## config.mk

```make
export PLATFORM = sky130hd
export DESIGN_NAME = elevator_car_drive
export DESIGN_NICKNAME = d
export VERILOG_FILES = /design/src/rtl/elevator_car_drive.sv
export SDC_FILE = /design/constraint.sdc
export NUM_CORES = 1
export LEC_CHECK = 0
export ABC_AREA = 1
export CAP_MARGIN = 20
export CORE_ASPECT_RATIO = 1.5
export CORE_UTILIZATION = 55
export CTS_BUF_LIST = sky130_fd_sc_hd__clkbuf_8
export DETAILED_ROUTE_END_ITERATION = 16
export GPL_TIMING_DRIVEN = 0
export PLACE_DENSITY = 0.8
export SLEW_MARGIN = 5
export SYNTH_ARGS = -nofsm -noshare
export SYNTH_HDL_FRONTEND = slang
export SYNTH_SLANG_ARGS = --single-unit
```

## constraint.sdc

```tcl
create_clock -name clk -period 2.8 [get_ports clk]
set_input_delay 0.56 -clock clk [delete_from_list [all_inputs] [get_ports clk]]
set_output_delay 0.56 -clock clk [all_outputs]
set_load 0.05 [all_outputs]
```

## src/rtl/elevator_car_drive.sv

```systemverilog
// rtl/elevator_car_drive.sv - behavioural car/shaft drive for one elevator car
//
// Moves the car one floor per travel segment on the 2-bit motor command and
// runs the door open/hold/close timing. All outputs are registered.
//
// Optional feature macro: ELEVATOR_FLOOR_ONEHOT_EN adds floor_onehot.
//
// Ports:
//   clk           rising-edge clock
//   rst           synchronous active-high reset
//   motor_signal  00 stop, 01 up, 10 down, 11 open door
//   cur_floor     current floor index
//   moving        car is inside a travel segment
//   dir_up        direction of the current or last segment (1 = up)
//   arrived       one-cycle pulse when cur_floor changes
//   door_open     door is open
//   limit_fault   one-cycle pulse when a move would leave the shaft
//   floor_onehot  1 << cur_floor (only with ELEVATOR_FLOOR_ONEHOT_EN)
`timescale 1ns/1ps

module elevator_car_drive #(
  parameter int NUM_FLOORS    = 11,
  parameter int FLOOR_W       = 4,
  parameter int TRAVEL_CYCLES = 8,
  parameter int DOOR_CYCLES   = 16,
  parameter int RESET_FLOOR   = 0
) (
  input  logic               clk,
  input  logic               rst,
  input  logic [1:0]         motor_signal,
  output logic [FLOOR_W-1:0] cur_floor,
  output logic               moving,
  output logic               dir_up,
  output logic               arrived,
  output logic               door_open,
  output logic               limit_fault
`ifdef ELEVATOR_FLOOR_ONEHOT_EN
  ,
  output logic [NUM_FLOORS-1:0] floor_onehot
`endif
);

  localparam logic [FLOOR_W-1:0] TOP_FLOOR   = FLOOR_W'(NUM_FLOORS - 1);
  localparam logic [FLOOR_W-1:0] RST_FLOOR   = FLOOR_W'(RESET_FLOOR);
  localparam logic [15:0]        TRAVEL_LOAD = 16'(TRAVEL_CYCLES - 1);
  localparam logic [15:0]        DOOR_LOAD   = 16'(DOOR_CYCLES - 1);

  localparam logic [1:0] CMD_UP   = 2'b01;
  localparam logic [1:0] CMD_DOWN = 2'b10;
  localparam logic [1:0] CMD_DOOR = 2'b11;

  typedef enum logic [1:0] {
    IDLE = 2'd0,
    MOVE = 2'd1,
    DOOR = 2'd2
  } state_t;

  state_t              state;
  logic [15:0]         cnt;    // shared by MOVE (travel) and DOOR (hold time)
  logic [FLOOR_W-1:0]  next_floor;
  logic                run_on;

  // Floor reached at the end of the current segment, and whether the car
  // keeps going: same-direction command and the new floor is not the end
  // of the shaft in that direction.
  always_comb begin
    next_floor = dir_up ? cur_floor + FLOOR_W'(1) : cur_floor - FLOOR_W'(1);
    run_on     = 1'b0;
    if (dir_up) begin
      run_on = (motor_signal == CMD_UP) && (next_floor != TOP_FLOOR);
    end else begin
      run_on = (motor_signal == CMD_DOWN) && (next_floor != '0);
    end
  end

  always_ff @(posedge clk) begin
    if (rst) begin
      state       <= IDLE;
      cnt         <= '0;
      cur_floor   <= RST_FLOOR;
      moving      <= 1'b0;
      dir_up      <= 1'b1;
      arrived     <= 1'b0;
      door_open   <= 1'b0;
      limit_fault <= 1'b0;
    end else begin
      arrived     <= 1'b0;
      limit_fault <= 1'b0;
      case (state)
        IDLE: begin
          case (motor_signal)
            CMD_UP: begin
              if (cur_floor < TOP_FLOOR) begin
                state  <= MOVE;
                moving <= 1'b1;
                dir_up <= 1'b1;
                cnt    <= TRAVEL_LOAD;
              end else begin
                limit_fault <= 1'b1;
              end
            end
            CMD_DOWN: begin
              if (cur_floor != '0) begin
                state  <= MOVE;
                moving <= 1'b1;
                dir_up <= 1'b0;
                cnt    <= TRAVEL_LOAD;
              end else begin
                limit_fault <= 1'b1;
              end
            end
            CMD_DOOR: begin
              state     <= DOOR;
              door_open <= 1'b1;
              cnt       <= DOOR_LOAD;
            end
            default: ;
          endcase
        end

        // The command only matters on the edge that completes a segment,
        // so a segment can never reverse mid-shaft.
        MOVE: begin
          if (cnt != '0) begin
            cnt <= cnt - 16'd1;
          end else begin
            cur_floor <= next_floor;
            arrived   <= 1'b1;
            if (run_on) begin
              cnt <= TRAVEL_LOAD;
            end else begin
              state  <= IDLE;
              moving <= 1'b0;
            end
          end
        end

        DOOR: begin
          if (motor_signal == CMD_DOOR) begin
            cnt <= DOOR_LOAD;
          end else if (cnt != '0) begin
            cnt <= cnt - 16'd1;
          end else begin
            state     <= IDLE;
            door_open <= 1'b0;
          end
        end

        default: state <= IDLE;
      endcase
    end
  end

`ifdef ELEVATOR_FLOOR_ONEHOT_EN
  localparam logic [NUM_FLOORS-1:0] ONE_HOT_LSB = NUM_FLOORS'(1);

  // Tracks cur_floor on exactly the same edges.
  always_ff @(posedge clk) begin
    if (rst) begin
      floor_onehot <= ONE_HOT_LSB << RESET_FLOOR;
    end else if (state == MOVE && cnt == '0) begin
      floor_onehot <= ONE_HOT_LSB << next_floor;
    end
  end
`else
  // One-hot floor output not built.
`endif

endmodule

```

# After elaboration in Yosys (flattened, before gate mapping)
# Cells that the tools add are included.
# totals
reg_bits	27
input_bits	4
elab_cells	86
# classes
addsub	3
magnitude_cmp	1
n_eq_ne	19
muxes	34
bitwise_logic	3
n_reduce_logical	18
# ops
operator	count
2-to-1 mux 16 bit	6
case mux 16 bit (3 select lines)	2
nonzero test 16 bit	1
subtractor 16 x 1 -> 16 bit, second input constant	1
!= test 3 bit, second input constant	5
2-to-1 mux 1 bit	12
2-to-1 mux 2 bit	6
case mux 2 bit (3 select lines)	2
AND reduction 6 bit	2
!= test 2 bit, second input constant	5
case mux 1 bit (2 select lines)	5
!= test 4 bit, second input constant	2
AND reduction 4 bit	2
nonzero test 4 bit	2
AND reduction 7 bit	1
== test 2 bit, second input constant	3
nonzero test 2 bit	3
adder 4 x 1 -> 4 bit, second input constant	1
== test 2 x 1 -> 1 bit, second input constant	2
less-than comparator 4 bit, second input constant	1
2-to-1 mux 4 bit	1
!= test 2 x 1 -> 1 bit, second input constant	2
OR reduction 2 bit	2
subtractor 4 x 1 -> 4 bit, second input constant	1
other kinds (5)	8

# Longest topological paths before layout
# Gate-level depths: netlist of the first run.
# depth
ltp_word	8
mapped_depth	14
ltp_nobuf	14

# Worst setup path before layout of the first run
# No wires, ideal clock.
# synth_timing
kind	register -> register
startpoint	reg dir_up
endpoint	reg cnt[3]
setup_ns	0.114
arrival_time_ns	2.318
setup_slack_ns	0.368
path_stages_with_launch	13
path_buffers	1
period_less_slack_ns	2.432
path_cell_list	dfxtp_1 inv_1 ha_1 or2_2 nand2_1 nand2_1 nand3_1 nand2_1 nand3_4 nand2_4 buf_8 nor2_1 nor2_2
# synth_between
elab_chain_len	6
word_cells_on_any_way	8
cone_classes	2 x eq/ne; 2 x mux; 4 x reduce/logical
# synth_lines
element	line	rtl
from (decl)	33	output logic dir_up,
from (signal assigned)	82	dir_up <= 1'b1;
from (signal assigned)	96	dir_up <= 1'b1;
from (signal assigned)	106	dir_up <= 1'b0;
2-to-1 mux 4 bit	67	next_floor = dir_up ? cur_floor + FLOOR_W'(1) : cur_floor - FLOOR_W'(1);
!= test 4 bit or nonzero test 4 bit (tied branches)	70, 72	
logical AND 1 bit (on tied branches)	70, 72	
2-to-1 mux 1 bit (*)	69	if (dir_up) begin
!= test 3 bit (no source line) (*)	-	
AND reduction 6 bit (no source line) (*)	-	
to (signal assigned)	125	cnt <= cnt - 16'd1;
to (signal assigned)	142	cnt <= cnt - 16'd1;
to (decl)	59	logic [15:0] cnt;
# Mark *: on every way between the ends. The rest lies on a longest branch, timed or not.
# A chain may end at the register's enable or synchronous reset.

# Worst setup path in the final report of the first run
# layout_timing
startpoint	reg dir_up
endpoint	reg cnt[9]
# Same word-level chain as after synthesis.

==> results of run 1 <==
Yosys cell counts, types with 2 or more instances:
cell / instances / area, sq um
a21oi_1: 9 / 45.04
a31oi_1: 3 / 18.77
clkbuf_1: 2 / 7.510
dfxtp_1: 27 / 540.5
ha_1: 12 / 150.1
inv_1: 42 / 157.7
nand2_1: 90 / 337.8
nand3_1: 30 / 150.1
nand3_2: 2 / 20.02
nand4_1: 4 / 25.02
nor2_1: 72 / 270.3
nor2_2: 2 / 12.51
nor2_4: 2 / 22.52
o21ai_0: 10 / 50.05
xor2_1: 7 / 61.31
power by group through the flow:
stage                     Clock, mW  Combinational [mW]  Sequential, mW
final                         0.227                1.60           0.651
after global routing          0.245                1.81           0.667
after CTS                     0.233                1.60           0.649
after detailed placement          0                1.59           0.658
after global placement            0                1.56           0.653
after floorplan                   0                1.22           0.689
sequential cells by signal, summed over array words and instances, names as in the netlist:
name         count
cnt             16
cur_floor        4
state            2
arrived          1
dir_up           1
door_open        1
limit_fault      1
moving           1
critical path: cells and delay by family (launching register included):
kind                       cells  cell delay, ps
adders and majority gates      1             330
and+or+nand+nor                9            1090
buffers and inverters          2             280
DFF                            1             450
metrics by stage:
step,power (mW),area (sq um),instances
floorplan,1.911,2007,327
global placement,2.215,2180,381
global route,2.723,2225,385
detailed placement,2.243,2180,381
CTS,2.478,2225,385
finish,2.474,2225,385
final timing paths:
kind / start / endpoint / slack [ps]
worst min-delay path: door_open$_SDFFE_PP0P_ / door_open$_SDFFE_PP0P_ / 470
worst max-delay path: dir_up$_SDFFE_PP1P_ / cnt[9]$_SDFFE_PP0P_ / 540
worst max register to register: dir_up$_SDFFE_PP1P_ / cnt[9]$_SDFFE_PP0P_ / 540
worst min register to register: door_open$_SDFFE_PP0P_ / door_open$_SDFFE_PP0P_ / 470
cell usage in the layout (no fill, tap or decap):
cell and n:
a31oi_1 3, dfxtp_1 27, ha_1 12, nand3_1 30, or2_2 1, o311ai_0 1
inv_1 43, clkbuf_8 3, nor2_4 2, clkbuf_1 2, a21oi_1 9, nand2_1 90
inv_2 1, nand2_4 1, clkdlybuf4s50_1 12, inv_6 1, fa_1 1, nand3_4 1
buf_8 1, xnor2_1 1, xor2_1 7, nand4_1 4, nor2_2 2, nor2_1 72
o21ai_0 10, nand3b_1 1, nand3_2 2, nor3_2 1, nor3_4 1, buf_1 1
cell type report:
type | instances | area (sq um)
Clock buffer | 3 | 41.29
Fill cell | 351 | 1224
Multi-Input combinational cell | 252 | 1270
Buffer | 4 | 26.28
Inverter | 44 | 170.2
Sequential cell | 27 | 540.5
Clock inverter | 1 | 3.754
Tap cell | 42 | 52.55
Timing Repair Buffer | 12 | 120.1
cell families (layout without fill, tap and decap cells):
| logic type | after synthesis | in the layout | share of synthesized area, % |
|---|---|---|---|
| buffers and inverters | 48 | 64 | 9.788 |
| AND/OR/NAND/NOR | 208 | 208 | 45.20 |
| AO/OA/AOI/OAI | 23 | 23 | 6.110 |
| adder cells (fa/ha/maj) | 13 | 13 | 8.479 |
| flip-flops | 27 | 27 | 26.93 |
| XOR/XNOR | 8 | 8 | 3.491 |
routing by layer:
layer | vias up | part of all wire (%) | track usage (%)
li1 | 1059 | - | -
met1 | 879 | 42 | 26.87
met2 | 40 | 53 | 46.58
met3 | 15 | 2.1 | 2.595
met4 | 0 | 2.9 | 11.08
met5 | - | 0 | 0
==> out/metrics.cfg, run 1 <==
[run_status]
status = finished clean

[die]
die-area_sq_um = 3899
core-area_sq_um = 3448
boundaryPins = 13
die_w_um = 51.32
rows = 26
initial_core_util_pct = 58.20
dieHeight_um = 75.98

[power_and_ir_drop]
p_clk_share_pct = 9.2
combPwrFrac_pct = 64.5
ir_worst_vdd_v = 0.0007183
seq_power_share_pct = 26.3
p_sw_mw = 1.319
power.density_nw_per_um2 = 1112
intPower_mw = 1.156
p_sw_share_pct = 53.30
leakage_nw = 1.115

[setup_path]
slowest_stage = dfxtp_1
cp_max_fo = 10
crit_type = reg2reg
startpoint_type = flip-flop
slowest_delay_ps = 450
required_ps = 2980
r2r_cells = 12
critPathCaptureType = flip-flop
cp.arrival_ps = 2430
crit_top_cell = nand2_1
crit_chain = inv_1 > ha_1 > or2_2 > nand3_1 > nand3_1 > nand2_1 > nand3_4 > nand2_4 > buf_8 > nand2_1 > nand2_1 > nor2_1

[clock_tree]
insertion_delay_ps = 280
postCtsSetupBuffers = 0
numCtsBuffers = 3
cts.sinks = 27
clockBufferDepth = 2
cts_resized = 0
clock-root-buffer = clkbuf_8
postCtsHoldBufs = 0
cts_tree = yes
htreeDepth = 1
clk_pin_slew_ps = 100

[hold_path]
min_path_cells = 2
hp-class = reg2reg

[sta]
slew_violations = 0
grt_setup_unrepaired = false
worst_pin_slew_ps = 491.3
period_share_pct = 80.57
max_freq_mhz = 443.3
hold_ws_ps = 469.9
tns_ps = 0
fin_crit_ps = 2256
hold_viol = 0
finalSetupViolCount = 0
skew_ps = 16.35
slew_headroom_pct = 67.15
setup_ws_ps = 544.0

[logic_synthesis]
async_flop_share_pct = 0
ys_types = 28
synth_seq_cells = 27
synth_edf_count = 0
avgSynthCellArea_sq_um = 6.137
ys.flop_type = dfxtp_1
syn_inst = 327
yosysWarnings = 0
yosysSeqAreaShare_pct = 26.93
syn_area_sq_um = 2007
syn_nets = 344

[drt]
firstDrtPassIters = 5
wl_per_cell_um = 11.41
ant_nets = 0
num_vias = 1993
first_iter_violations = 58
drc = 0
vias_per_cell = 5.177
wl_mm = 4.392

[job]
max_cap_viol_count = 0

[layout]
finalNetCount = 361
postLayoutCoreUtil_pct = 64.51
area_growth_pct = 10.85
drive_above_1_share_pct = 4.956
antenna_cells = 0

[placed_design]
pre_cts_ws_ps = 275.2
globalplace.congestion = 0.9246
numPortBuffers = 12
dp_hpwl_mm = 3.412

[grt]
grt_overflow_total = 0
grt_pass1_wl_mm = 7.596
grt_pass1_vias = 1868
track_usage_pct = 24.95
grt_max_degree = 15
antenna_found_initial = 0

No activity file was read; power rests on OpenSTA's default activity.
==> inputs of run 2 (changes only) <==
- clock period: 2.8 -> 2.35 ns (I/O delays scaled with it)
==> run 2 against run 1 <==
Against the previous run: clock skew down 11 ps; die area unchanged; routed wire length up 5.2%; largest power group unchanged; utilization up 0.73 points; setup slack worse by 380 ps; total power up 20%; hold slack worse by 2.8 ps; sequential share of layout area down 0.21 points; critical path depth unchanged; global-route usage up 0.71 points; first-iteration DRC count up 22%; largest cell class unchanged; via count up 2.1%.
==> out/metrics.cfg, run 2 (synthesized netlist as in run 1, its figures left out) <==
[layout]
reg.largest.list = cnt: 16 flops, cur_floor: 4 flops, state: 2 flops
finalNetCount = 364
postLayoutCellArea_sq_um = 2250
final_common_cell = nand2_1
antenna_cells = 0
final_cell_mix = nand2_1 (90), nor2_1 (72), inv_1 (42), nand3_1 (30), dfxtp_1 (26)
drive_above_1_share_pct = 6.358
area_growth_pct = 12.09
stdcell_count = 388
largest_reg_flops = 16
largest-register = cnt
fill_cells = 344

[sta]
worst_pin_slew_ps = 506.9
slew_violations = 0
slew_headroom_pct = 66.10
max_freq_mhz = 457.4
fin_crit_ps = 2186
hold_ws_ps = 467.1
hold_viol = 0
period_share_pct = 93.03
skew_ps = 5.133
finalSetupViolCount = 0

[drt]
num_vias = 2035
ant_nets = 0
wl_per_cell_um = 11.91
drc = 0
firstDrtPassIters = 6
first_iter_violations = 71
vias_per_cell = 5.245
wl_mm = 4.621

[die]
rows = 26
die-area_sq_um = 3899
dieHeight_um = 75.98
die_w_um = 51.32
boundaryPins = 13
core-area_sq_um = 3448
initial_core_util_pct = 58.20

[grt]
use_met3_pct = 2.196
antenna_found_initial = 0
gr-usage-met2_pct = 47.89
grt_overflow_total = 0
grt_pass1_vias = 1907
globalRoute.busiestLayer = met2
met1_usage_pct = 27.22
grt_pass1_wl_mm = 7.762
grt_max_degree = 16
track_usage_pct = 25.66

[placed_design]
dp_hpwl_mm = 3.528
place_area_sq_um = 2181
globalplace.congestion = 0.9235
placed_cells = 381
numPortBuffers = 12

[power_and_ir_drop]
ir_worst_vdd_v = 0.0008556
power.density_nw_per_um2 = 1324
leakage_nw = 1.126

[setup_path]
startpoint_type = flip-flop
r2r_cells = 12
slowest_delay_ps = 400
crit_type = reg2reg
crit_family = simple AND/OR/NAND/NOR gates
slowest_stage = dfxtp_2
cp.buffers_inverters = 2
crit_chain = inv_1 > ha_1 > or2_2 > nand2_1 > nand2_1 > nand3_1 > nand2_1 > nand3_4 > nand2_4 > buf_8 > nor2_1 > nor2_2
r2r_end = cnt[3]$_SDFFE_PP0P_
required_ps = 2530
cp.arrival_ps = 2370
critPathCaptureType = flip-flop
cp_max_fo = 10
r2r_setup_slack_ps = 160
reg2reg_from = dir_up$_SDFFE_PP1P_
crit_top_cell = nand2_1

[clock_tree]
numCtsBuffers = 3
clockBufferDepth = 2
cts.sinks = 27
cts_tree = yes
clock-root-buffer = clkbuf_8
insertion_delay_ps = 280
htreeDepth = 1
clk_pin_slew_ps = 100

[hold_path]
hp-class = reg2reg
hold_start = door_open$_SDFFE_PP0P_
holdPathEnd = door_open$_SDFFE_PP0P_
min_path_cells = 2

[run_status]
status = finished clean

[job]
max_cap_viol_count = 0

[run 2: cell count changes in the layout (fill, tap and decap cells not counted), sizes merged]
cell / previous run / this run
inv: 45 / 44
clkinv: 0 / 1
buf: 2 / 5
[run 2: repair_timing]
item,4_1_cts,5_1_grt
hold buffers,0,0
resized for setup,0,0
hold endpoints to repair,0,0
setup buffers,0,3
setup endpoints to repair,0,8
[run 2: worst max-delay path by stage]
stage                         from                   to  slack [ps]  depth (start not counted)
6_report       dir_up$_SDFFE_PP1P_  cnt[3]$_SDFFE_PP0P_         160                         12
5_1_grt        dir_up$_SDFFE_PP1P_  cnt[3]$_SDFFE_PP0P_         -10                         12
4_1_cts        dir_up$_SDFFE_PP1P_  cnt[3]$_SDFFE_PP0P_         140                         12
3_5_place_dp       motor_signal[0]  cnt[3]$_SDFFE_PP0P_         -80                         12
3_3_place_gp       motor_signal[0]  cnt[3]$_SDFFE_PP0P_         -40                         12
2_1_floorplan  dir_up$_SDFFE_PP1P_  cnt[3]$_SDFFE_PP0P_         160                         12
[run 2: layer usage]
metal  part of all wire (%)  wire length [um]  vias up
met3                    2.6               120       18
met1                     40              1865      908
met5                      0                 0        -
met2                     53              2461       48
met4                    3.8               175        0
li1                       -                 -     1061
[run 2: through the flow]
stage          worst slack, ps  total power, mW  TNS [ps]  utilization, %
2_1_floorplan            160.4            2.278         0               -
5_1_grt                 -9.571            3.269    -9.571           65.24
6_report                 163.7            2.978         0           65.24
3_5_place_dp            -78.28            2.688    -356.1           63.24
4_1_cts                  143.1            2.969         0           64.59
3_3_place_gp            -37.14            2.639    -67.94           63.24
[run 2: power by group]
group	internal [mW]	switching [mW]
Sequential	0.605	0.168
Clock	0.119	0.153
Combinational	0.661	1.27
[run 2: area by class of cell]
class	instances	area [sq um]	share of cell area [%]
plain buffers	4	26.28	1.168
multi-input cells	252	1270	56.45
clock inverters	1	5.005	0.2225
inverters	44	170.2	7.564
clock buffers	3	41.29	1.835
flip-flops and latches	27	541.8	24.08
repair buffers	15	142.6	6.340
well taps	42	52.55	2.336
[run 2: worst register-to-register path, delay by kind of cell, from the launching register on]
kind,cells,cell delay (ps)
buffers and inverters,2,280
adders and majority gates,1,330
and+or+nand+nor,9,1080
DFF,1,400
